--- src/rtl/adc_peak_scanner_if.sv ---
// ADC0809 pin bundle plus the per-channel sample/peak result bus of adc_peak_scanner.
// The scanner uses the master modport; the ADC and the downstream logic use slave.
interface adc_peak_scanner_if #(
  parameter int NUM_CH = 4,
  parameter int DATA_W = 8
);
  logic                     adc_clock;
  logic                     ale;
  logic                     start;
  logic                     oe;
  logic [2:0]               address;
  logic                     eoc;
  logic [DATA_W-1:0]        adc_data;
  logic                     hold_mode;
  logic                     peak_clear;
  logic [NUM_CH*DATA_W-1:0] sample_data;
  logic [NUM_CH*DATA_W-1:0] peak_data;
  logic                     sample_valid;
  logic [2:0]               sample_ch;
  logic                     timeout_err;

  modport master (
    input  eoc, adc_data, hold_mode, peak_clear,
    output adc_clock, ale, start, oe, address,
           sample_data, peak_data, sample_valid, sample_ch, timeout_err
  );

  modport slave (
    output eoc, adc_data, hold_mode, peak_clear,
    input  adc_clock, ale, start, oe, address,
           sample_data, peak_data, sample_valid, sample_ch, timeout_err
  );
endinterface

--- src/rtl/adc_peak_scanner.sv ---
// Round-robin ADC0809 scanner: drives ALE/START/OE, waits on EOC with a timeout,
// and keeps the latest sample plus a max- or min-hold peak for every channel.
module adc_peak_scanner #(
  parameter int NUM_CH      = 4,
  parameter int DATA_W      = 8,
  parameter int CLK_DIV     = 8,
  parameter int EOC_TIMEOUT = 1023
) (
  input  logic               clock,
  input  logic               reset,
  adc_peak_scanner_if.master bus
);

  typedef enum logic [2:0] {
    S_ADDR,
    S_ALE,
    S_START,
    S_WAIT_LO,
    S_WAIT_HI,
    S_READ,
    S_UPDATE
  } state_t;

  localparam int         DIV_W     = $clog2(CLK_DIV + 1);
  localparam int         START_CYC = 2 * CLK_DIV;
  localparam int         CNT_MAX   = (START_CYC > EOC_TIMEOUT) ? START_CYC : EOC_TIMEOUT;
  localparam int         CNT_W     = $clog2(CNT_MAX + 1);
  localparam logic [2:0] LAST_CH   = 3'(NUM_CH - 1);

  logic [DIV_W-1:0] div_cnt;
  logic             adc_clock_r;

  logic             eoc_meta;
  logic             eoc_s;

  state_t           state;
  state_t           state_next;
  logic [CNT_W-1:0] cnt;
  logic [CNT_W-1:0] cnt_next;
  logic [2:0]       channel;
  logic [2:0]       channel_next;
  logic [2:0]       channel_inc;
  logic             capture;
  logic             do_update;
  logic             do_timeout;

  logic [DATA_W-1:0]             data_latch;
  logic [NUM_CH-1:0][DATA_W-1:0] sample_mem;
  logic [NUM_CH-1:0][DATA_W-1:0] peak_mem;
  logic [NUM_CH-1:0]             peak_valid;
  logic                          hold_mode_q;
  logic                          clear_peaks;
  logic                          timeout_err_r;
  logic                          sample_valid_r;
  logic [2:0]                    sample_ch_r;

  always_ff @(posedge clock or posedge reset) begin
    if (reset) begin
      div_cnt     <= '0;
      adc_clock_r <= 1'b0;
    end else if (div_cnt == DIV_W'(CLK_DIV - 1)) begin
      div_cnt     <= '0;
      adc_clock_r <= ~adc_clock_r;
    end else begin
      div_cnt <= div_cnt + DIV_W'(1);
    end
  end

  always_ff @(posedge clock or posedge reset) begin
    if (reset) begin
      eoc_meta <= 1'b0;
      eoc_s    <= 1'b0;
    end else begin
      eoc_meta <= bus.eoc;
      eoc_s    <= eoc_meta;
    end
  end

  always_ff @(posedge clock or posedge reset) begin
    if (reset) begin
      state   <= S_ADDR;
      cnt     <= '0;
      channel <= 3'd0;
    end else begin
      state   <= state_next;
      cnt     <= cnt_next;
      channel <= channel_next;
    end
  end

  assign channel_inc = (channel == LAST_CH) ? 3'd0 : channel + 3'd1;

  // The wait counter restarts on entry to each EOC wait state; a timeout fires
  // once EOC_TIMEOUT cycles have been spent in that state.
  always_comb begin
    state_next   = state;
    cnt_next     = cnt + CNT_W'(1);
    channel_next = channel;
    capture      = 1'b0;
    do_update    = 1'b0;
    do_timeout   = 1'b0;
    case (state)
      S_ADDR: begin
        state_next = S_ALE;
      end
      S_ALE: begin
        state_next = S_START;
        cnt_next   = '0;
      end
      S_START: begin
        if (cnt == CNT_W'(START_CYC - 1)) begin
          state_next = S_WAIT_LO;
          cnt_next   = '0;
        end
      end
      S_WAIT_LO: begin
        if (!eoc_s) begin
          state_next = S_WAIT_HI;
          cnt_next   = '0;
        end else if (cnt == CNT_W'(EOC_TIMEOUT - 1)) begin
          do_timeout   = 1'b1;
          state_next   = S_ADDR;
          channel_next = channel_inc;
        end
      end
      S_WAIT_HI: begin
        if (eoc_s) begin
          state_next = S_READ;
          cnt_next   = '0;
        end else if (cnt == CNT_W'(EOC_TIMEOUT - 1)) begin
          do_timeout   = 1'b1;
          state_next   = S_ADDR;
          channel_next = channel_inc;
        end
      end
      S_READ: begin
        if (cnt == CNT_W'(1)) begin
          capture    = 1'b1;
          state_next = S_UPDATE;
        end
      end
      S_UPDATE: begin
        do_update    = 1'b1;
        state_next   = S_ADDR;
        channel_next = channel_inc;
      end
      default: begin
        state_next = S_ADDR;
      end
    endcase
  end

  always_ff @(posedge clock or posedge reset) begin
    if (reset) begin
      data_latch <= '0;
    end else if (capture) begin
      data_latch <= bus.adc_data;
    end
  end

  // A hold_mode flip invalidates every peak, exactly like peak_clear, but the
  // timeout flag is left alone.
  assign clear_peaks = bus.peak_clear | (bus.hold_mode != hold_mode_q);

  always_ff @(posedge clock or posedge reset) begin
    if (reset) begin
      sample_mem     <= '0;
      peak_mem       <= '0;
      peak_valid     <= '0;
      hold_mode_q    <= 1'b0;
      timeout_err_r  <= 1'b0;
      sample_valid_r <= 1'b0;
      sample_ch_r    <= 3'd0;
    end else begin
      hold_mode_q    <= bus.hold_mode;
      sample_valid_r <= do_update;
      if (do_update) begin
        sample_ch_r <= channel;
      end
      for (int i = 0; i < NUM_CH; i++) begin
        if (do_update && (channel == 3'(i))) begin
          sample_mem[i] <= data_latch;
        end
        if (clear_peaks) begin
          peak_mem[i]   <= '0;
          peak_valid[i] <= 1'b0;
        end else if (do_update && (channel == 3'(i))) begin
          if (!peak_valid[i] ||
              ( bus.hold_mode && (data_latch < peak_mem[i])) ||
              (!bus.hold_mode && (data_latch > peak_mem[i]))) begin
            peak_mem[i]   <= data_latch;
            peak_valid[i] <= 1'b1;
          end
        end
      end
      if (bus.peak_clear) begin
        timeout_err_r <= 1'b0;
      end
      if (do_timeout) begin
        timeout_err_r <= 1'b1;
      end
    end
  end

  assign bus.adc_clock    = adc_clock_r;
  assign bus.ale          = (state == S_ALE);
  assign bus.start        = (state == S_START);
  assign bus.oe           = (state == S_READ);
  assign bus.address      = channel;
  assign bus.sample_data  = sample_mem;
  assign bus.peak_data    = peak_mem;
  assign bus.sample_valid = sample_valid_r;
  assign bus.sample_ch    = sample_ch_r;
  assign bus.timeout_err  = timeout_err_r;

endmodule

--- src/flat_wrapper.sv ---
// flat-port wrapper written by rule: the top's interface ports become plain ports
module adc_peak_scanner_flat 
#(
  parameter int NUM_CH      = 4,
  parameter int DATA_W      = 8,
  parameter int CLK_DIV     = 8,
  parameter int EOC_TIMEOUT = 1023
)
  (clock, reset, bus_eoc, bus_adc_data, bus_hold_mode, bus_peak_clear, bus_adc_clock, bus_ale, bus_start, bus_oe, bus_address, bus_sample_data, bus_peak_data, bus_sample_valid, bus_sample_ch, bus_timeout_err);
  adc_peak_scanner_if #(.NUM_CH(NUM_CH), .DATA_W(DATA_W)) bus_i ();
  input  logic clock;
  input  logic reset;
  input wire logic [$bits(bus_i.eoc)-1:0] bus_eoc;
  input wire logic [$bits(bus_i.adc_data)-1:0] bus_adc_data;
  input wire logic [$bits(bus_i.hold_mode)-1:0] bus_hold_mode;
  input wire logic [$bits(bus_i.peak_clear)-1:0] bus_peak_clear;
  output wire logic [$bits(bus_i.adc_clock)-1:0] bus_adc_clock;
  output wire logic [$bits(bus_i.ale)-1:0] bus_ale;
  output wire logic [$bits(bus_i.start)-1:0] bus_start;
  output wire logic [$bits(bus_i.oe)-1:0] bus_oe;
  output wire logic [$bits(bus_i.address)-1:0] bus_address;
  output wire logic [$bits(bus_i.sample_data)-1:0] bus_sample_data;
  output wire logic [$bits(bus_i.peak_data)-1:0] bus_peak_data;
  output wire logic [$bits(bus_i.sample_valid)-1:0] bus_sample_valid;
  output wire logic [$bits(bus_i.sample_ch)-1:0] bus_sample_ch;
  output wire logic [$bits(bus_i.timeout_err)-1:0] bus_timeout_err;
  assign bus_i.eoc = bus_eoc;
  assign bus_i.adc_data = bus_adc_data;
  assign bus_i.hold_mode = bus_hold_mode;
  assign bus_i.peak_clear = bus_peak_clear;
  assign bus_adc_clock = bus_i.adc_clock;
  assign bus_ale = bus_i.ale;
  assign bus_start = bus_i.start;
  assign bus_oe = bus_i.oe;
  assign bus_address = bus_i.address;
  assign bus_sample_data = bus_i.sample_data;
  assign bus_peak_data = bus_i.peak_data;
  assign bus_sample_valid = bus_i.sample_valid;
  assign bus_sample_ch = bus_i.sample_ch;
  assign bus_timeout_err = bus_i.timeout_err;
  adc_peak_scanner #(.NUM_CH(NUM_CH), .DATA_W(DATA_W), .CLK_DIV(CLK_DIV), .EOC_TIMEOUT(EOC_TIMEOUT)) u_core (.clock(clock), .reset(reset), .bus(bus_i));
endmodule
--- config.mk ---
export PLATFORM = sky130hd
export DESIGN_NAME = adc_peak_scanner_flat
export DESIGN_NICKNAME = d
export VERILOG_FILES = /design/src/rtl/adc_peak_scanner_if.sv /design/src/rtl/adc_peak_scanner.sv /design/src/flat_wrapper.sv
export SDC_FILE = /design/constraint.sdc
export NUM_CORES = 1
export LEC_CHECK = 0
export BUFFER_PORTS_ARGS = -buffer_cell sky130_fd_sc_hd__buf_2
export CORE_MARGIN = 2
export CORE_UTILIZATION = 47
export DETAILED_ROUTE_END_ITERATION = 8
export PLACE_DENSITY = 0.69
export SYNTH_ARGS = -nofsm -noshare
export SYNTH_HDL_FRONTEND = slang
export SYNTH_SLANG_ARGS = --single-unit
--- constraint.sdc ---
create_clock -name clock -period 6.1 [get_ports clock]
set_clock_uncertainty 0.15 [all_clocks]
set_input_delay 1.22 -clock clock [delete_from_list [all_inputs] [get_ports clock]]
set_output_delay 1.22 -clock clock [all_outputs]
set_load 0.005 [all_outputs]
== Word level (Yosys, flattened, before mapping) ==
Index checks and enable logic that the tools add are counted.
W data, S select, Z words.

* Add/subtract/negate cells: 3
* Bitwise operators: 2
* Eq/ne operators: 18
* Muxes and demuxes: 49
* Reductions and logical operators: 43
* $lt $le $gt $ge: 8

{| class="wikitable"
|+ Operators by type and width
! kind !! count
|-
| $mux W8 || 12
|-
| $pmux W10 S4 || 1
|-
| $gt A8 B8 Y1 || 4
|-
| $lt A8 B8 Y1 || 4
|-
| $mux W10 || 3
|-
| $mux W3 || 9
|-
| $mux W1 || 20
|-
| $pmux W3 S6 || 1
|-
| $reduce_bool A2 Y1 || 9
|-
| $eq A3 B2 Y1 const B || 4
|-
| $logic_and A1 B1 Y1 || 12
|-
| $add A10 B1 Y10 const B || 1
|-
| $eq A10 B1 Y1 const B || 1
|-
| $eq A10 B10 Y1 const B || 1
|-
| $eq A10 B4 Y1 const B || 1
|-
| $reduce_and A2 Y1 || 5
|-
| $eq A3 B3 Y1 const B || 3
|-
| $pmux W3 S3 || 1
|-
| $logic_or A1 B1 Y1 || 8
|-
| $eq A3 B1 Y1 const B || 2
|-
| $logic_not A3 Y1 || 2
|-
| $ne A2 B1 Y1 const B || 3
|-
| $logic_not A1 Y1 || 5
|-
| $add A4 B1 Y4 const B || 1
|-
| 10 further kinds || 10
|}

* Input port bits: 13
* Register bits: 105
* Word-level logic and storage cells: 147
* Output and inout port bits: 76

== Depth between registers and ports, before layout ==
* Depth after elaboration: 7
* Depth in mapped cells: 9
* Depth with buffers taken out: 8

== Worst setup path before layout ==
No wires, ideal clock.

* Path type: input to register
* Start: in bus_hold_mode
* End: reg u_core.peak_mem (netlist bit u_core.bus.peak_data[0])
* Library setup time: 79 ps
* Data required time: 5871 ps
* Slack: 3470 ps
* Buffers on the path: 1
* Stages on the path: 4
* Arrival time: 2401 ps
* Cells stage by stage: clkbuf_1 > or3b_4 > a31oi_4 > mux2i_1

* Cells in the longest elaborated chain, start to end: 5
* Elaborated cells on any way between the ends: 11
* Classes of those cells: eq/ne: 1; mux: 1; bitwise: 1; reduce/logical: 8

{| class="wikitable"
|+ Ends and longest elaborated chain
! element !! RTL line !! RTL
|-
| start, declared || flat_wrapper.sv:15 || <nowiki>input wire logic [$bits(bus_i.hold_mode)-1:0] bus_hold_mode;</nowiki>
|-
| $logic_and A1 B1 Y1 or $logic_not A1 Y1 (tied branches) || adc_peak_scanner.sv:189, adc_peak_scanner.sv:190 ||
|-
| $logic_or A1 B1 Y1 or $logic_and A1 B1 Y1 (tied branches) || adc_peak_scanner.sv:188, adc_peak_scanner.sv:190 ||
|-
| $logic_or A1 B1 Y1 || adc_peak_scanner.sv:189 || <nowiki>( bus.hold_mode && (data_latch < peak_mem[i])) ||</nowiki>
|-
| $reduce_bool A2 Y1 (no line) || -- ||
|-
| $reduce_and A2 Y1 (no line) || -- ||
|-
| end signal, assigned by index || adc_peak_scanner.sv:191 || <nowiki>peak_mem[i] <= data_latch;</nowiki>
|-
| end, declared || adc_peak_scanner.sv:49 || <nowiki>logic [NUM_CH-1:0][DATA_W-1:0] peak_mem;</nowiki>
|}

Parallel ways exist; a longest one is shown, timed or not.
A chain may end at the register's enable or synchronous reset.

== Final worst setup path ==
* Start: reg u_core.state[2]
* End: out bus_oe

* Cells in the longest elaborated chain, start to end: 1

{| class="wikitable"
|+ Ends and longest elaborated chain
! element !! RTL line !! RTL
|-
| start, declared || adc_peak_scanner.sv:36 || <nowiki>state_t state;</nowiki>
|-
| start signal, assigned || adc_peak_scanner.sv:85 || <nowiki>state <= state_next;</nowiki>
|-
| $eq A3 B3 Y1 || adc_peak_scanner.sv:208 || <nowiki>assign bus.oe = (state == S_READ);</nowiki>
|-
| end, declared || flat_wrapper.sv:20 || <nowiki>output wire logic [$bits(bus_i.oe)-1:0] bus_oe;</nowiki>
|}

Every way passes these cells.

==> summary.md <==
| Metric | Value |
|---|---|
| Overall Global Routing Usage | `20.8%` |
| Syn nets | `525` |
| Ranking of synthesized cells by area | `dfrtp_1 (50%), ha_1 (9.5%), mux2i_1 (6.1%)` |
| RSZ-0062 raised after global routing | `no` |
| CP max FO | `12` |
| TritonCTS Sinks | `105` |
| Cts repair resizes | `0` |
| Std cell rows | `38` |
| Chip width | `110 um` |
| Clock Latency Late Sink | `0.37 ns` |
| Die ar. | `12,000 um2` |
| Final setup fails | `0` |
| Drt drc | `0` |
| Layout cells sized above 1 | `27.3%` |
| Setup tns final | `0 ns` |
| CTS Buffer Depth | `2` |
| CP Data Required Time | `4.73 ns` |
| Hpwl dp | `8.41 mm` |
| Synthesis-to-layout area growth | `14.5%` |
| Crit start category | `flop` |
| Post-synth EDFFs | `0` |
| Tmin final | `2.94 ns` |
| Synthesized netlist cell count | `472` |
| Main flop type after synthesis | `dfrtp_1` |
| Leakage | `3.09 nW` |
| Initial antenna violation count | `0` |
| Final non-filler cell total | `707` |
| CTS tree | `built` |
| F_max | `340 MHz` |
| Most common cell after layout, fill and taps aside | `dfrtp_1` |
| # IOs | `89` |
| Final period util | `48.2%` |
| Async S/R FF share, synth | `100%` |
| Vias | `3,767` |
| Avg Cell Area, Syn | `11.1 um2` |
| Slew headroom | `50.4%` |
| #FFs+latches synth | `105` |
| Num CTS Buffers | `9` |
| First-pass GRT wire length | `19.1 mm` |
| Hold Crit Class | `flop to flop` |
| Clock transition at path regs | `0.10 ns` |
| Post-Synthesis Cell Area | `5250 um2` |
| Gpl congestion | `0.805` |
| Initial Util | `48.2%` |
| Post-synth cell types | `47` |
| Setup CP Type | `flop to output port` |
| Largest net degree at the start of global routing | `62` |
| Vias per cell | `5.33` |
| Pwr dens | `372 nW/um2` |
| Antenna viol nets, final | `0` |
| Ant diodes | `0` |
| Root Driver | `clkbuf_8` |
| Post-synth top area share | `50.0%` |
| Most frequent cells in the layout | `dfrtp_1 (105), buf_2 (88), nand2_1 (59)` |
| Htree depth | `3` |
| Gr ovfl total | `0` |
| Peak VDD IR | `0.183 mV` |
| Warnings, synthesis | `0` |
| Post-CTS setup buffers | `0` |
| Die H | `110 um` |
| CTS Hold Bufs | `0` |
| Core Area | `10,900 um2` |
| CP Data Arrival Time | `1.57 ns` |
| Vias in the first global route | `3,945` |
| Yosys top cell by area | `dfrtp_1` |
| IO Port Bufs | `88` |
| Final #Nets | `615` |
| Worst Tran Pin Value | `0.744 ns` |
| Placed cell count | `691` |
| Routed wire length | `11.6 mm` |
| Sequential fraction of the synthesis area | `50.0%` |
| DRT Pass-1 Iters | `4` |
| Hold Fails Final Rpt | `0` |
| Crit end category | `output port` |
| Initial drt markers | `194` |
| WL per Instance | `16.4 um` |
| Status | `finished clean` |
| Max cap viols | `0` |
| Max-slew violations | `0` |
==> cells in the mapped netlist (2+ instances only) <==
| master | instances |
|---|---|
| a21o_1 | 2 |
| a21oi_1 | 23 |
| a31o_1 | 3 |
| a31oi_1 | 2 |
| buf_2 | 3 |
| buf_6 | 2 |
| clkbuf_1 | 5 |
| dfrtp_1 | 105 |
| ha_1 | 40 |
| inv_1 | 40 |
| mux2_1 | 10 |
| mux2_2 | 28 |
| mux2i_1 | 32 |
| nand2_1 | 59 |
| nand2_2 | 5 |
| nand2b_1 | 2 |
| nand3_1 | 6 |
| nand4_1 | 9 |
| nor2_1 | 28 |
| nor2b_1 | 5 |
| nor3_1 | 5 |
| nor3b_1 | 2 |
| o211ai_2 | 4 |
| o21ai_0 | 16 |
| o21ai_1 | 2 |
| or3b_1 | 3 |
| xnor2_1 | 7 |
| xor2_1 | 5 |
==> report_power, final <==
part	total [mW]	switching [mW]	internal (mW)	leakage (nW)
Sequential	1.04	0.208	0.833	1.40
Combinational	0.773	0.404	0.369	1.60
Clock	0.422	0.256	0.166	0.0952
Total	2.24	0.868	1.37	3.09
==> metrics by stage <==
step / worst slack, ns / area [um2] / utilization, % / hold WS, ns / total power [mW]
final: 3.16 / 6010 / 55.2 / 0.216 / 2.24
after global routing: 3.05 / 6010 / 55.2 / 0.233 / 2.41
after CTS: 3.15 / 6010 / 55.2 / 0.219 / 2.25
after global placement: 3.38 / 5820 / 53.5 / 0.184 / 1.78
after detailed placement: 3.35 / 5820 / 53.5 / 0.196 / 1.83
after floorplan: 1.97 / 5250 / - / 0.181 / 1.53
==> path summary, 6_finish.rpt <==
path,start,endpoint,slack [ns],cells past startpoint
max,u_core.state[2]$_DFFE_PP0P_,bus_oe,3.16,3
min,u_core.eoc_meta$_DFF_PP0_,u_core.eoc_s$_DFF_PP0_,0.22,0
max reg2reg,u_core.data_latch[1]$_DFFE_PP0P_,u_core.bus.peak_data[3]$_DFFE_PP0P_,3.45,7
min reg2reg,u_core.eoc_meta$_DFF_PP0_,u_core.eoc_s$_DFF_PP0_,0.22,0
max in group asynchronous,reset,u_core.state[2]$_DFFE_PP0P_,3.89,3
min in group asynchronous,reset,u_core.div_cnt[0]$_DFF_PP0_,0.74,2
==> logic make-up after synthesis <==
logic type               Yosys count  synth area share [%]
XOR/XNOR                          12                  2.00
flip-flops                       105                  50.0
AND/OR/NAND/NOR                  135                  12.6
multiplexers                      70                  14.3
AO/OA/AOI/OAI                     59                  7.46
adder cells (fa/ha/maj)           40                  9.53
buffers and inverters             51                  4.08
==> flip-flops by register name, summed over array words and instances, names as in the netlist <==
signal                   flops
u_core.bus.adc_clock         1
u_core.bus.address           3
u_core.bus.peak_data        32
u_core.bus.sample_ch         3
u_core.bus.sample_data      32
u_core.bus.sample_valid      1
u_core.bus.timeout_err       1
u_core.cnt                  10
u_core.data_latch            8
u_core.div_cnt               4
u_core.eoc_meta              1
u_core.eoc_s                 1
u_core.hold_mode_q           1
u_core.peak_valid            4
u_core.state                 3
==> metal layers <==
metal	GRT usage, %	routed length [um]	share of wire, %	up-vias
met5	0	0	0	-
met4	8.95	296	2.5	0
met3	3.20	526	4.5	26
met2	33.3	5380	46	105
met1	28.0	5420	47	1839
li1	-	-	-	1797
==> area by class of cell <==
cell class	instances	area, um2
clock inverters	6	50.0
repair buffers	90	455
multi-input cells	316	2410
fillers	942	4880
flip-flops and latches	105	2630
clock buffers	10	138
inverters	40	153
well taps	140	175
==> worst max-delay path, cell delays in order (launching register included) <==
cell     delay (ns)
dfrtp_1        0.60
nor2b_1        0.24
and2_1         0.22
buf_2          0.14
Note: power is estimated with default switching activity, not from simulation.
